`config.mk`:
```
export PLATFORM = sky130hd
export DESIGN_NAME = controlador_turnos
export DESIGN_NICKNAME = d
export VERILOG_FILES = /design/src/rtl/controlador_turnos.sv
export SDC_FILE = /design/constraint.sdc
export NUM_CORES = 1
export LEC_CHECK = 0
export BUFFER_PORTS_ARGS = -buffer_cell sky130_fd_sc_hd__buf_4
export CELL_PAD_IN_SITES_DETAIL_PLACEMENT = 1
export CELL_PAD_IN_SITES_GLOBAL_PLACEMENT = 1
export CORE_MARGIN = 3
export CORE_UTILIZATION = 35
export DETAILED_ROUTE_END_ITERATION = 10
export GPL_TIMING_DRIVEN = 0
export PLACE_DENSITY = 0.67
export SLEW_MARGIN = 20
export SYNTH_ARGS = -nofsm -noshare
export SYNTH_HDL_FRONTEND = slang
export SYNTH_SLANG_ARGS = --single-unit
```
`constraint.sdc`:
```
create_clock -name clk -period 5 [get_ports clk]
set_clock_uncertainty 0.05 [all_clocks]
set_input_delay 0 -clock clk [delete_from_list [all_inputs] [get_ports clk]]
set_output_delay 0 -clock clk [all_outputs]
set_load 0.01 [all_outputs]
```
`src/rtl/controlador_turnos.sv`:
```
// controlador_turnos: two-player turn scheduler driving the shared 10 s turn timer.
// Optional freeze of the running turn when CONTROLADOR_PAUSA_EN is defined.
`default_nettype none

module controlador_turnos #(
    parameter int MAX_TIMEOUTS  = 3,
    parameter int CAMBIO_CICLOS = 4,
    parameter int TURNO_W       = 8
) (
    input  logic               clk,
    input  logic               reset,
    input  logic               inicio,
    input  logic [1:0]         jugada_valida,
    input  logic               victoria,
    input  logic               pausa,
    input  logic               tiempo_agotado,
    output logic               timer_rst,
    output logic               timer_en,
    output logic               jugador_actual,
    output logic [TURNO_W-1:0] num_turno,
    output logic               jugada_auto,
    output logic               fin_juego,
    output logic               ganador,
    output logic [1:0]         estado
);

    localparam logic [1:0] INICIO = 2'd0;
    localparam logic [1:0] TURNO  = 2'd1;
    localparam logic [1:0] CAMBIO = 2'd2;
    localparam logic [1:0] FIN    = 2'd3;

    localparam int CNT_W = (CAMBIO_CICLOS > 1) ? $clog2(CAMBIO_CICLOS) : 1;

    logic [1:0][2:0]    timeouts, timeouts_next;
    logic [CNT_W-1:0]   cambio_cnt, cambio_cnt_next;
    logic [1:0]         estado_next;
    logic               jugador_next;
    logic [TURNO_W-1:0] num_turno_next;
    logic               auto_next;
    logic               fin_next;
    logic               ganador_next;
    logic               pausado;
    logic [2:0]         to_inc;

`ifdef CONTROLADOR_PAUSA_EN
    logic pausa_efectiva;
    assign pausa_efectiva = pausa;
`else
    logic pausa_efectiva;
    logic unused_pausa;
    assign pausa_efectiva = 1'b0;
    assign unused_pausa   = pausa;
`endif

    always_comb begin
        estado_next     = estado;
        jugador_next    = jugador_actual;
        num_turno_next  = num_turno;
        auto_next       = 1'b0;
        fin_next        = fin_juego;
        ganador_next    = ganador;
        timeouts_next   = timeouts;
        cambio_cnt_next = cambio_cnt;
        pausado         = 1'b0;
        to_inc          = timeouts[jugador_actual] + 3'd1;

        // Restart has priority over everything else, in every state.
        if (inicio) begin
            estado_next     = TURNO;
            jugador_next    = 1'b0;
            num_turno_next  = '0;
            fin_next        = 1'b0;
            timeouts_next   = '0;
            cambio_cnt_next = '0;
        end else begin
            case (estado)
                TURNO: begin
                    pausado = pausa_efectiva;
                    if (!pausado) begin
                        if (jugada_valida[jugador_actual]) begin
                            if (victoria) begin
                                estado_next  = FIN;
                                fin_next     = 1'b1;
                                ganador_next = jugador_actual;
                            end else begin
                                timeouts_next[jugador_actual] = 3'd0;
                                estado_next     = CAMBIO;
                                cambio_cnt_next = '0;
                            end
                        end else if (tiempo_agotado) begin
                            auto_next = 1'b1;
                            timeouts_next[jugador_actual] = to_inc;
                            if (to_inc == 3'(MAX_TIMEOUTS)) begin
                                estado_next  = FIN;
                                fin_next     = 1'b1;
                                ganador_next = ~jugador_actual;
                            end else begin
                                estado_next     = CAMBIO;
                                cambio_cnt_next = '0;
                            end
                        end
                    end
                end
                CAMBIO: begin
                    if (cambio_cnt == CNT_W'(CAMBIO_CICLOS - 1)) begin
                        estado_next     = TURNO;
                        jugador_next    = ~jugador_actual;
                        cambio_cnt_next = '0;
                        if (num_turno != {TURNO_W{1'b1}}) begin
                            num_turno_next = num_turno + 1'b1;
                        end
                    end else begin
                        cambio_cnt_next = cambio_cnt + 1'b1;
                    end
                end
                default: ;
            endcase
        end
    end

    // Timer controls are registered from the next state so they line up with estado.
    always_ff @(posedge clk or negedge reset) begin
        if (!reset) begin
            estado         <= INICIO;
            timer_rst      <= 1'b1;
            timer_en       <= 1'b0;
            jugador_actual <= 1'b0;
            num_turno      <= '0;
            jugada_auto    <= 1'b0;
            fin_juego      <= 1'b0;
            ganador        <= 1'b0;
            timeouts       <= '0;
            cambio_cnt     <= '0;
        end else begin
            estado         <= estado_next;
            timer_rst      <= (estado_next != TURNO);
            timer_en       <= (estado_next == TURNO) && !pausado;
            jugador_actual <= jugador_next;
            num_turno      <= num_turno_next;
            jugada_auto    <= auto_next;
            fin_juego      <= fin_next;
            ganador        <= ganador_next;
            timeouts       <= timeouts_next;
            cambio_cnt     <= cambio_cnt_next;
        end
    end

endmodule

`default_nettype wire

```
Yosys cells after proc, flatten, opt, wreduce, memory -nomap -nowiden
Cells that the tools add are included.

Bits in registers: 24. Input bits: 8. Output and inout port bits: 16. Word-level logic and storage cells: 96.

Add/sub/neg operators: 3. $lt $le $gt $ge: 2. Equal/unequal tests: 13. Mux-type cells: 47. Bitwise operators: 4. Reductions and logical operators: 16.

Operator list (number): $mux 8 (4); $mux 6 (5); $mux 1 (21); $mux 2 (10); $ne 4x4->1 const B (3); $reduce_bool 2->1 (6); $mux 3 (3); $reduce_bool 3->1 (3); $add 8x1->8 const B (1); $ne 8x8->1 const B (1); $pmux 2 s2 (2); $reduce_and 4->1 (2); $and 6x6->6 (1); $bwmux 6 (1); $ne 3x3->1 const B (2); $not 6->6 (1); $reduce_and 3->1 (2); $reduce_and 5->1 (1); $eq 2x1->1 const B (2); $eq 2x2->1 const B (2); $add 3x1->3 const B (1); $demux 3 s1 (1); $eq 3x2->1 const B (1); $add 2x1->2 const B (1); other kinds (7) (8).

Depth between registers and ports, before layout
Depth after elaboration: 10. Mapped depth: 9. Gate-level depth less buffers: 8.

Least setup slack after synthesis
OpenSTA, ideal clock, no wires.

Path type: register -> register. From: register jugador_actual. To: register cambio_cnt[0]. Setup time: 0.125 ns. Data arrival time: 2.037 ns. Data required time: 4.825 ns. Slack: 2.788 ns. Stages on the path, launching flop included: 9. Buffers on the path: 1. Clock period less this slack: 2.212 ns. Cell sequence: dfrtp_1 -> buf_6 -> mux2_2 -> ha_1 -> nand2b_1 -> mux2i_1 -> o21ai_1 -> a21o_1 -> mux2_4.

Word-level cells in the longest chain between the ends: 6. Elaborated cells on any way between the ends: 13. Those cells by class: add/sub (1); eq/ne (4); mux (7); reduce/logical (1).

Ends and longest elaborated chain: from (decl) (line 19) `output logic jugador_actual,`; from (signal assigned) (line 138) `jugador_actual <= jugador_next;`; $mux 3 (not written as such) (2 in series) (line 65) `to_inc = timeouts[jugador_actual] + 3'd1;`; $add 3x1->3 (line 65); $eq 3x2->1 (line 93) `if (to_inc == 3'(MAX_TIMEOUTS)) begin`; $ne 4x4->1 (no line); $reduce_and 4->1 (no line); to (signal assigned) (line 144) `cambio_cnt <= cambio_cnt_next;`; to (decl) (line 35) `logic [CNT_W-1:0] cambio_cnt, cambio_cnt_next;`.

Several ways; a longest one is shown, not always the timed one. The select of a mux whose other input is x is not followed. A chain may end at the register's enable or synchronous reset.

Worst setup path after layout
From: register jugador_actual. To: register cambio_cnt[1].

The elaborated chain is that of the path after synthesis.

==> impl_metrics.yaml <==
pwr:
  p_sw_mw: 0.176
  power_mw: 0.552
  p_comb_share_pct: 32.8
  powerDensity_nw_per_um2: 328
  internal_power_mw: 0.375
  ir_drop_v: 0.000229
  swShare_pct: 32.0
  cellLeakagePower_nw: 0.792
  power_frac_clock_pct: 24.3
  pwr-share-seq_pct: 42.9
drt:
  dr_total_vias: 1154
  finalWirelength_um: 3310
  route.detailed.drc: 0
  drtIter0Drc: 47
  viasPerCell: 5.20
  wl_per_cell_um: 14.9
  first_pass_iters: 4
  antenna_left: 0
timing:
  hold_viol_final: 0
  slew_violations: 0
  max_slew.worst_pin.slew_ns: 0.462
  layout_min_cycle_time_ns: 2.44
  fin_crit_sh_pct: 48.7
  rsz0062_at_grt: "no"
  fin_setup_tns_ns: 0
  relSlewSlack_pct: 69.2
  max_freq_ghz: 0.410
  setup_violations: 0
clock_tree:
  worst_setup_hold_path_clk_slew_ns: 0.09
  clock_path_buffers: 2
  tritoncts: "done"
  htreeDepth: 1
  cts_resized: 0
  clkLatencyLatePin_ns: 0.27
  cts_setup_buffers: 0
  clockRootBuffer: "clkbuf_8"
  cts.sinks: 24
  numCtsBuffers: 3
layout:
  seqCellArea_sq_um: 602
  finalInstanceArea_sq_um: 1680
  drive_above_1_share_pct: 21.3
  nets: 189
  antennaDiodeCount: 0
  synthToLayoutAreaGrowth_pct: 20.2
  fillers: 472
  utilization_pct: 44.9
  multiInputGateArea_sq_um: 752
floorplanning:
  rows: 22
  design.core.area_sq_um: 3740
  pin_count: 24
  die-area_sq_um: 4790
  die_w_um: 69.2
  die_h_um: 69.2
  start_util_pct: 37.4
setup_path:
  worstPathArrival_ns: 2.54
  cp_num_buf_inv: 2
  critPathRequiredTime_ns: 5.11
  cp_num_cells: 9
  crit_path_max_fanout: 10
  path_cells: "buf_6, mux2i_1, inv_1, ha_1, nand2b_1, mux2i_1, o21ai_1, a21o_1, mux2_4"
  crit_family: "multiplexers"
  worstRegToRegCells: 9
  critPathMaxStageDelay_ns: 0.43
  start_kind: "flop"
  worstSetupEndpointType: "flop"
  crit_slowest_cell: "dfrtp_1"
  crit_top_cell: "mux2i_1"
  critPathKind: "reg2reg"
logic_synthesis:
  synth_flop_cell: "dfrtp_1"
  syn_avg_cell_area_sq_um: 9.45
  syn_inst: 148
  yosysTopAreaCell: "dfrtp_1"
  ys_async_sr_fraction_pct: 100
  ys_types: 41
  netlist.area_leader.share_pct: 41.1
  synth-seq-area-share_pct: 43.0
  synth-edff-count: 0
  synth-seq-cells: 24
  syn-cell-area_sq_um: 1400
  synth_warnings: 0
  syn_nets: 162
  netlist_top_cells_area: "dfrtp_1, ha_1, nor2_1"
hold_path:
  hold_depth: 3
  hp-class: "in2reg"
grt:
  grt_pass1_vias: 1215
  grt_max_degree: 25
  grt_pass1_wl_um: 5930
  track_usage_pct: 15.1
  grt_overflow: 0
  antenna_found_initial: 0
flow_run:
  maxCapViolCount: 0
status:
  status: "completed"
place:
  postPlaceCellArea_sq_um: 1620
  io_buffer_count: 21
  gp_congestion: 0.811
  hpwl_um: 2550
metrics by stage:
stage / hold WS, ns / setup slack (ns) / instances
6_report: 0.0203 / 2.56 / 222
5_1_grt: 0.0526 / 2.42 / 222
4_1_cts: 0.0192 / 2.55 / 222
3_5_place_dp: -0.126 / 2.57 / 217
3_3_place_gp: -0.132 / 2.59 / 217
2_1_floorplan: -0.346 / 2.79 / 148
worst register-to-register path, cell delays in order (launching register included):
cell and delay (ns):
dfrtp_1 0.43, buf_6 0.17, mux2i_1 0.31, inv_1 0.08
ha_1 0.25, nand2b_1 0.16, mux2i_1 0.25, o21ai_1 0.12
a21o_1 0.21, mux2_4 0.30
power groups by stage:
| stage | sequential (mW) | clock (mW) | combinational [mW] |
|---|---|---|---|
| after floorplan | 0.249 | 0 | 0.105 |
| after global placement | 0.239 | 0 | 0.177 |
| after detailed placement | 0.241 | 0 | 0.184 |
| after CTS | 0.237 | 0.138 | 0.185 |
| after global routing | 0.241 | 0.148 | 0.204 |
| final | 0.237 | 0.134 | 0.181 |
final timing paths:
kind	from	end	slack, ns
worst min register to register	timeouts[2]$_DFFE_PN0P_	timeouts[2]$_DFFE_PN0P_	0.44
worst max-delay path	jugador_actual$_DFFE_PN0P_	cambio_cnt[1]$_DFFE_PN0P_	2.56
max in group asynchronous	reset	timer_rst$_DFF_PN1_	4.49
min in group asynchronous	reset	timeouts[2]$_DFFE_PN0P_	0.11
worst max register to register	jugador_actual$_DFFE_PN0P_	cambio_cnt[1]$_DFFE_PN0P_	2.56
worst min-delay path	jugada_valida[1]	ganador$_DFFE_PN0P_	0.02
logic make-up after synthesis:
family	count (synthesis)	synth area share, %
mux	9	7.51
flops	24	43.0
compound gates	34	16.1
fa+ha+maj	6	5.37
buf+inv	10	3.22
simple gates	59	21.0
xor+xnor	6	3.76
synth_stat cells, drive strengths merged (2+ instances only):
master / count
dfrtp: 23
nor2: 20
nand2: 15
o21ai: 11
a21oi: 8
ha: 6
inv: 6
mux2i: 6
nor2b: 5
clkbuf: 3
mux2: 3
xnor2: 3
xor2: 3
a21o: 2
a31oi: 2
and3: 2
nand2b: 2
nand3: 2
nand3b: 2
nand4: 2
o21a: 2
o21ba: 2
o31ai: 2
or2: 2
metal layers:
metal	vias up	GRT usage [%]	wire, um
met4	0	3.90	23
met2	16	23.5	1550
met3	2	3.62	101
li1	569	-	-
met5	-	0	0
met1	567	20.9	1630
layout by cell type (no fill, tap or decap), drive strengths merged, types with 2 or more instances in the layout:
master,n
nand3b,2
o21a,2
a21o,2
nand2b,2
dfrtp,23
and3,2
o21ai,11
ha,6
nor2b,5
o21ba,2
inv,6
buf,22
nand4,2
a31oi,2
o31ai,2
nor2,20
clkbuf,7
mux2,3
or2,2
xor2,3
nand2,15
mux2i,6
a21oi,8
xnor2,3
nand3,2
layout make-up:
type	count	area share (%)
plain buffers	4	1.34
inverters	6	1.34
multi-input cells	114	44.7
repair buffers	22	9.97
flip-flops and latches	24	35.8
clock buffers	4	3.27
well taps	48	3.57
repair_timing:
action                                 in CTS  in global routing
setup endpoints to repair                   0                  0
hold buffers                                1                  0
endpoints found under the hold margin      24                  0
registers in the layout, summed over array words and instances, names as in the netlist:
name / flops
timer_en: 1
timeouts: 6
cambio_cnt: 2
fin_juego: 1
num_turno: 8
jugada_auto: 1
timer_rst: 1
jugador_actual: 1
ganador: 1
estado: 2
Note: power is estimated with default switching activity, not from simulation.
